==> src/rtl/rbz_spi_regs_if.sv <==
// Pin bundle for rbz_spi_regs: SPI slave inputs, frame strobe and the
// double-buffered register outputs.
interface rbz_spi_regs_if;
  logic        i_sclk;
  logic        i_mosi;
  logic        i_ss_n;
  logic        i_frame_end;
  logic [63:0] o_regs;
  logic [3:0]  o_pending;
  logic        o_commit;
  logic [7:0]  o_err_count;

  modport master (
    output i_sclk, i_mosi, i_ss_n, i_frame_end,
    input  o_regs, o_pending, o_commit, o_err_count
  );

  modport slave (
    input  i_sclk, i_mosi, i_ss_n, i_frame_end,
    output o_regs, o_pending, o_commit, o_err_count
  );
endinterface

==> src/rtl/rbz_spi_regs.sv <==
// SPI-written register bank: 20-bit writes land in staging registers and are
// copied into the live registers atomically at the next frame boundary.
module rbz_spi_regs #(
  parameter int unsigned SYNC_STAGES = 2
) (
  input  logic        clk,
  input  logic        reset,
  rbz_spi_regs_if.slave bus
);

  localparam int unsigned FLUSH_W = $clog2(SYNC_STAGES + 2);

  typedef enum logic [1:0] {
    S_FLUSH,
    S_WAIT_IDLE,
    S_IDLE,
    S_ACTIVE
  } state_t;

  state_t state, state_nxt;

  logic [SYNC_STAGES-1:0] sclk_sync, mosi_sync, ss_sync;
  logic                   sclk_d, mosi_d, ss_d;
  logic                   sclk_s, ss_s;
  logic                   sclk_rise, ss_fall, ss_rise;

  logic [FLUSH_W-1:0]     flush_cnt;
  logic [4:0]             bit_cnt;
  logic [19:0]            shift;
  logic                   accept, reject;

  logic [3:0][15:0]       staging, live;
  logic [3:0]             pending;
  logic                   commit_q;
  logic [7:0]             err_count;

  always_ff @(posedge clk) begin
    if (reset) begin
      sclk_sync <= '0;
      mosi_sync <= '0;
      ss_sync   <= '1;
      sclk_d    <= 1'b0;
      mosi_d    <= 1'b0;
      ss_d      <= 1'b1;
    end else begin
      sclk_sync <= {sclk_sync[SYNC_STAGES-2:0], bus.i_sclk};
      mosi_sync <= {mosi_sync[SYNC_STAGES-2:0], bus.i_mosi};
      ss_sync   <= {ss_sync[SYNC_STAGES-2:0], bus.i_ss_n};
      sclk_d    <= sclk_sync[SYNC_STAGES-1];
      mosi_d    <= mosi_sync[SYNC_STAGES-1];
      ss_d      <= ss_sync[SYNC_STAGES-1];
    end
  end

  assign sclk_s    = sclk_sync[SYNC_STAGES-1];
  assign ss_s      = ss_sync[SYNC_STAGES-1];
  assign sclk_rise = sclk_s & ~sclk_d;
  assign ss_fall   = ~ss_s & ss_d;
  assign ss_rise   = ss_s & ~ss_d;

  // After reset the synchronizers hold forced idle levels; wait until they
  // carry real pin values and ss_n is seen high, so a transaction cut by
  // reset is never decoded from its middle.
  always_ff @(posedge clk) begin
    if (reset) begin
      state     <= S_FLUSH;
      flush_cnt <= '0;
    end else begin
      state <= state_nxt;
      if (state == S_FLUSH) flush_cnt <= flush_cnt + 1'b1;
    end
  end

  always_comb begin
    state_nxt = state;
    accept    = 1'b0;
    reject    = 1'b0;
    case (state)
      S_FLUSH:     if (flush_cnt == FLUSH_W'(SYNC_STAGES)) state_nxt = S_WAIT_IDLE;
      S_WAIT_IDLE: if (ss_s) state_nxt = S_IDLE;
      S_IDLE:      if (ss_fall) state_nxt = S_ACTIVE;
      S_ACTIVE: begin
        if (ss_rise) begin
          state_nxt = S_IDLE;
          if (bit_cnt == 5'd20 && shift[19:18] == 2'b00) accept = 1'b1;
          else                                           reject = 1'b1;
        end
      end
      default:     state_nxt = S_FLUSH;
    endcase
  end

  always_ff @(posedge clk) begin
    if (reset) begin
      bit_cnt <= '0;
      shift   <= '0;
    end else if (state == S_IDLE && ss_fall) begin
      bit_cnt <= '0;
    end else if (state == S_ACTIVE && sclk_rise && !ss_s) begin
      shift <= {shift[18:0], mosi_d};
      if (bit_cnt != 5'd21) bit_cnt <= bit_cnt + 5'd1;
    end
  end

  // A write landing with frame_end commits the old staged value; the new one
  // stays pending because pending is cleared before the write mask is OR'd.
  always_ff @(posedge clk) begin
    if (reset) begin
      staging   <= '0;
      live      <= '0;
      pending   <= '0;
      commit_q  <= 1'b0;
      err_count <= '0;
    end else begin
      commit_q <= bus.i_frame_end & (|pending);
      if (bus.i_frame_end) begin
        for (int unsigned k = 0; k < 4; k++) begin
          if (pending[k]) live[k] <= staging[k];
        end
      end
      pending <= (bus.i_frame_end ? 4'b0000 : pending) |
                 (accept ? (4'b0001 << shift[17:16]) : 4'b0000);
      if (accept) staging[shift[17:16]] <= shift[15:0];
      if (reject && err_count != 8'hFF) err_count <= err_count + 8'd1;
    end
  end

  assign bus.o_regs      = live;
  assign bus.o_pending   = pending;
  assign bus.o_commit    = commit_q;
  assign bus.o_err_count = err_count;

endmodule

==> src/flat_wrapper.sv <==
// flat-port wrapper written by rule: the top's interface ports become plain ports
module rbz_spi_regs_flat 
#(
  parameter int unsigned SYNC_STAGES = 2
)
  (clk, reset, bus_i_sclk, bus_i_mosi, bus_i_ss_n, bus_i_frame_end, bus_o_regs, bus_o_pending, bus_o_commit, bus_o_err_count);
  rbz_spi_regs_if bus_i ();
  input  logic clk;
  input  logic reset;
  input wire logic [$bits(bus_i.i_sclk)-1:0] bus_i_sclk;
  input wire logic [$bits(bus_i.i_mosi)-1:0] bus_i_mosi;
  input wire logic [$bits(bus_i.i_ss_n)-1:0] bus_i_ss_n;
  input wire logic [$bits(bus_i.i_frame_end)-1:0] bus_i_frame_end;
  output wire logic [$bits(bus_i.o_regs)-1:0] bus_o_regs;
  output wire logic [$bits(bus_i.o_pending)-1:0] bus_o_pending;
  output wire logic [$bits(bus_i.o_commit)-1:0] bus_o_commit;
  output wire logic [$bits(bus_i.o_err_count)-1:0] bus_o_err_count;
  assign bus_i.i_sclk = bus_i_sclk;
  assign bus_i.i_mosi = bus_i_mosi;
  assign bus_i.i_ss_n = bus_i_ss_n;
  assign bus_i.i_frame_end = bus_i_frame_end;
  assign bus_o_regs = bus_i.o_regs;
  assign bus_o_pending = bus_i.o_pending;
  assign bus_o_commit = bus_i.o_commit;
  assign bus_o_err_count = bus_i.o_err_count;
  rbz_spi_regs #(.SYNC_STAGES(SYNC_STAGES)) u_core (.clk(clk), .reset(reset), .bus(bus_i));
endmodule
==> config.mk <==
export PLATFORM = sky130hd
export DESIGN_NAME = rbz_spi_regs_flat
export DESIGN_NICKNAME = d
export VERILOG_FILES = /design/src/rtl/rbz_spi_regs_if.sv /design/src/rtl/rbz_spi_regs.sv /design/src/flat_wrapper.sv
export SDC_FILE = /design/constraint.sdc
export NUM_CORES = 1
export LEC_CHECK = 0
export CORE_MARGIN = 2
export CORE_UTILIZATION = 30
export CTS_BUF_LIST = sky130_fd_sc_hd__clkbuf_4 sky130_fd_sc_hd__clkbuf_8 sky130_fd_sc_hd__clkbuf_16
export DETAILED_ROUTE_END_ITERATION = 8
export MAX_ROUTING_LAYER = met4
export PLACE_DENSITY = 0.47
export SLEW_MARGIN = 20
export SYNTH_ARGS = -nofsm -noshare
export SYNTH_HDL_FRONTEND = slang
export SYNTH_SLANG_ARGS = --single-unit
==> constraint.sdc <==
create_clock -name clk -period 3.04 [get_ports clk]
set_input_delay 0.608 -clock clk [delete_from_list [all_inputs] [get_ports clk]]
set_output_delay 0.608 -clock clk [all_outputs]
set_load 0.05 [all_outputs]
==> flow_metrics.env <==
export IMPL_status="completed"
export IMPL_dp_hpwl_mm=10.0
export IMPL_area_delta_synth_final_pct=24.5
export IMPL_p_switching_w=0.000997
export IMPL_p_int_w=0.00375
export IMPL_synth_edf_count=0
export IMPL_syn_area_um2=6540
export IMPL_final_cell_mix="dfxtp_1, nand2_1, a21oi_1, clkdlybuf4s50_1, nor2_1"
export IMPL_post_drt_via_cell_ratio=4.56
export IMPL_cts_tree="yes"
export IMPL_cts_resized=0
export IMPL_finalNetCount=797
export IMPL_routed_wl_mm=15.4
export IMPL_cp_max_fo=5
export IMPL_yosysSeqAreaShare_pct=54.8
export IMPL_yosys_warnings=0
export IMPL_cts_sinks=179
export IMPL_avgSynthCellArea_um2=9.06
export IMPL_grt_use_total_pct=14.3
export IMPL_fmax_mhz=431
export IMPL_worstMarginPinSlew_ps=709
export IMPL_slowest_stage="clkdlybuf4s50_1"
export IMPL_cts_buffers=17
export IMPL_max_cap_violations=0
export IMPL_root_buffer="clkbuf_16"
export IMPL_worstHoldPathCells=1
export IMPL_antenna_left=0
export IMPL_post_route_min_period_ps=2320
export IMPL_wl_per_cell_um=14.3
export IMPL_worst_ir_drop_vdd_mv=0.355
export IMPL_swShare_pct=21.0
export IMPL_crit_family="buffers and inverters"
export IMPL_crit_path_cell_trace="clkdlybuf4s50_1"
export IMPL_grt_pass1_vias=4679
export IMPL_rrSetupSlack_ps=1030
export IMPL_drcViolationCount=0
export IMPL_synthFlopType="dfxtp_1"
export IMPL_antenna_cells=0
export IMPL_place_ws_ps=720
export IMPL_holdBufCountCts=0
export IMPL_finalSetupTns_ps=0
export IMPL_critPathMaxStageDelay_ps=850
export IMPL_final_util_pct=37.7
export IMPL_fin_crit_sh_pct=76.3
export IMPL_clk_latency_ps=430
export IMPL_antenna_found_initial=0
export IMPL_pwr_share_comb_pct=2.1
export IMPL_ys_seq_elements=179
export IMPL_overflow=0
export IMPL_timing_final_ws_setup_ps=720
export IMPL_h_tree_depth=4
export IMPL_clock_path_buffers=2
export IMPL_finalSetupViolCount=0
export IMPL_cp_num_buf_inv=1
export IMPL_relSlewSlack_pct=52.4
export IMPL_p_leak_nw=2.77
export IMPL_min_from="u_core.ss_sync[0]"
export IMPL_crit_required_ps=2430
export IMPL_cts_setup_buffers=0
export IMPL_pwr_density_cell_nw_per_um2=583
export IMPL_worstHoldEndpoint="u_core.ss_sync[1]"
export IMPL_hold_slack_ps=416
export IMPL_die_w_um=152
export IMPL_final_hold_viol_count=0
export IMPL_dp_cells=1047
export IMPL_syn_nets=733
export IMPL_initial_core_util_pct=30.2
export IMPL_port_buffers=82
export IMPL_initialDrtViolationCount=185
export IMPL_num_rows=54
export IMPL_core_area_um2=21600
export IMPL_startpoint_type="register"
export IMPL_final_max_slew_viol_count=0
export IMPL_die_y_um=152
export IMPL_grt_max_degree=77
export IMPL_async_flop_share_pct=0
export IMPL_ff2ff_path_depth=7
export IMPL_gp_routability_congestion=0.736
export IMPL_worst_clock_skew_ps=11.3
export IMPL_critPathKind="register to output port"
export IMPL_io_pins=83
export IMPL_rsz0062_at_grt="no"
export IMPL_end_kind="output port"
export IMPL_dr_pass1_iters=7
export IMPL_p_clk_share_pct=47.6
export IMPL_seq_power_share_pct=50.2
export IMPL_hold_class="register to register"
export IMPL_critPathArrivalTime_ps=1710
export IMPL_grt_first_pass_wirelength_mm=24.4
export IMPL_mostFrequentLayoutCell="dfxtp_1"
export IMPL_r2r_start="u_core.bit_cnt[0]"
export IMPL_syn_instance_count=722
export IMPL_die_area_um2=23000
export IMPL_drive_gt1_share_pct=6.63
export IMPL_ys_types=46
export IMPL_vias=4925
export IMPL_final_cells=1079
export IMPL_r2r_end="u_core.staging[43]"
export IMPL_clk_pin_slew_ps=60
[synth_stat cells, types with 2 or more instances]
cell,n,area [um2]
a21oi_1,98,490
ha_1,5,62.6
nor3b_1,2,15.0
or3_1,2,12.5
nand3b_1,2,15.0
clkbuf_8,4,55.1
nor2b_1,8,50.1
xnor2_1,2,17.5
a211oi_1,3,22.5
buf_2,3,15.0
inv_1,7,26.3
nor4_1,4,25.0
or4_1,3,22.5
or2_2,4,25.0
nand3_1,5,25.0
nand4_1,2,12.5
buf_4,3,22.5
and4b_1,2,20.0
nand2_1,175,657
clkbuf_1,30,113
o21ai_0,4,20.0
o31ai_1,2,15.0
mux2i_1,65,651
buf_12,3,60.1
nand4b_1,2,17.5
nor2_1,78,293
nor3_1,2,10.0
o41ai_1,2,17.5
nand2b_1,2,12.5
and2_1,4,25.0
dfxtp_1,179,3580
[layout make-up]
type | instances | area (um2)
sequential | 179 | 3580
inverter | 7 | 26.3
multi-input combinational | 491 | 2670
fill | 2179 | 13500
clock buffer | 21 | 462
tap | 280 | 350
timing repair buffer | 90 | 903
clock inverter | 11 | 149
[sequential cells by signal, summed over array words and instances (netlist names), 2 cells and up]
register and flops:
u_core.bus.o_regs 64, u_core.staging 64, u_core.shift 20, u_core.bus.o_err_count 8, u_core.bit_cnt 5, u_core.bus.o_pending 4, u_core.flush_cnt 2, u_core.mosi_sync 2
u_core.sclk_sync 2, u_core.ss_sync 2, u_core.state 2
[power by group through the flow]
stage               Sequential, W  Clock (W)  Combinational [W]
floorplan                 0.00243          0          0.0000828
global placement          0.00243          0           0.000100
detailed placement        0.00244          0           0.000104
CTS                       0.00238    0.00233           0.000104
global route              0.00239    0.00242           0.000116
finish                    0.00238    0.00226           0.000102
[worst max path at each step]
stage,to,start,cells after the start
after floorplan,u_core.bus.o_err_count[3],u_core.bus.o_err_count[0],5
after global placement,u_core.bus.o_regs[58],bus_i_frame_end,4
after detailed placement,u_core.bus.o_regs[58],bus_i_frame_end,4
after CTS,bus_o_pending[3],u_core.bus.o_pending[3],1
after global routing,bus_o_err_count[2],u_core.bus.o_err_count[2],1
final,bus_o_pending[3],u_core.bus.o_pending[3],1
[layer usage]
layer  GRT usage (%)  wire, um  vias up
met5               -         0        -
met4            4.03       164        0
met3            3.92       628       10
met2            22.9      7290       79
met1            17.8      7360     2312
li1                -         -     2524
[logic make-up (layout without fill, tap and decap cells)]
group / Yosys count / after routing / share of synthesized area (%)
AOI/OAI and AO/OA: 115 / 115 / 9.45
xor gates and xnor gates: 2 / 2 / 0.268
adders and majority gates: 5 / 5 / 0.957
buffers and inverters: 52 / 129 / 4.71
DFF: 179 / 179 / 54.8
muxes: 66 / 66 / 10.1
and+or+nand+nor: 303 / 303 / 19.7
[through the flow]
stage | area [um2] | power (W)
after floorplan | 6540 | 0.00252
after global placement | 7530 | 0.00253
after detailed placement | 7530 | 0.00254
after CTS | 8140 | 0.00482
after global routing | 8140 | 0.00492
final | 8140 | 0.00475
Note: power is estimated with default switching activity, not from simulation.
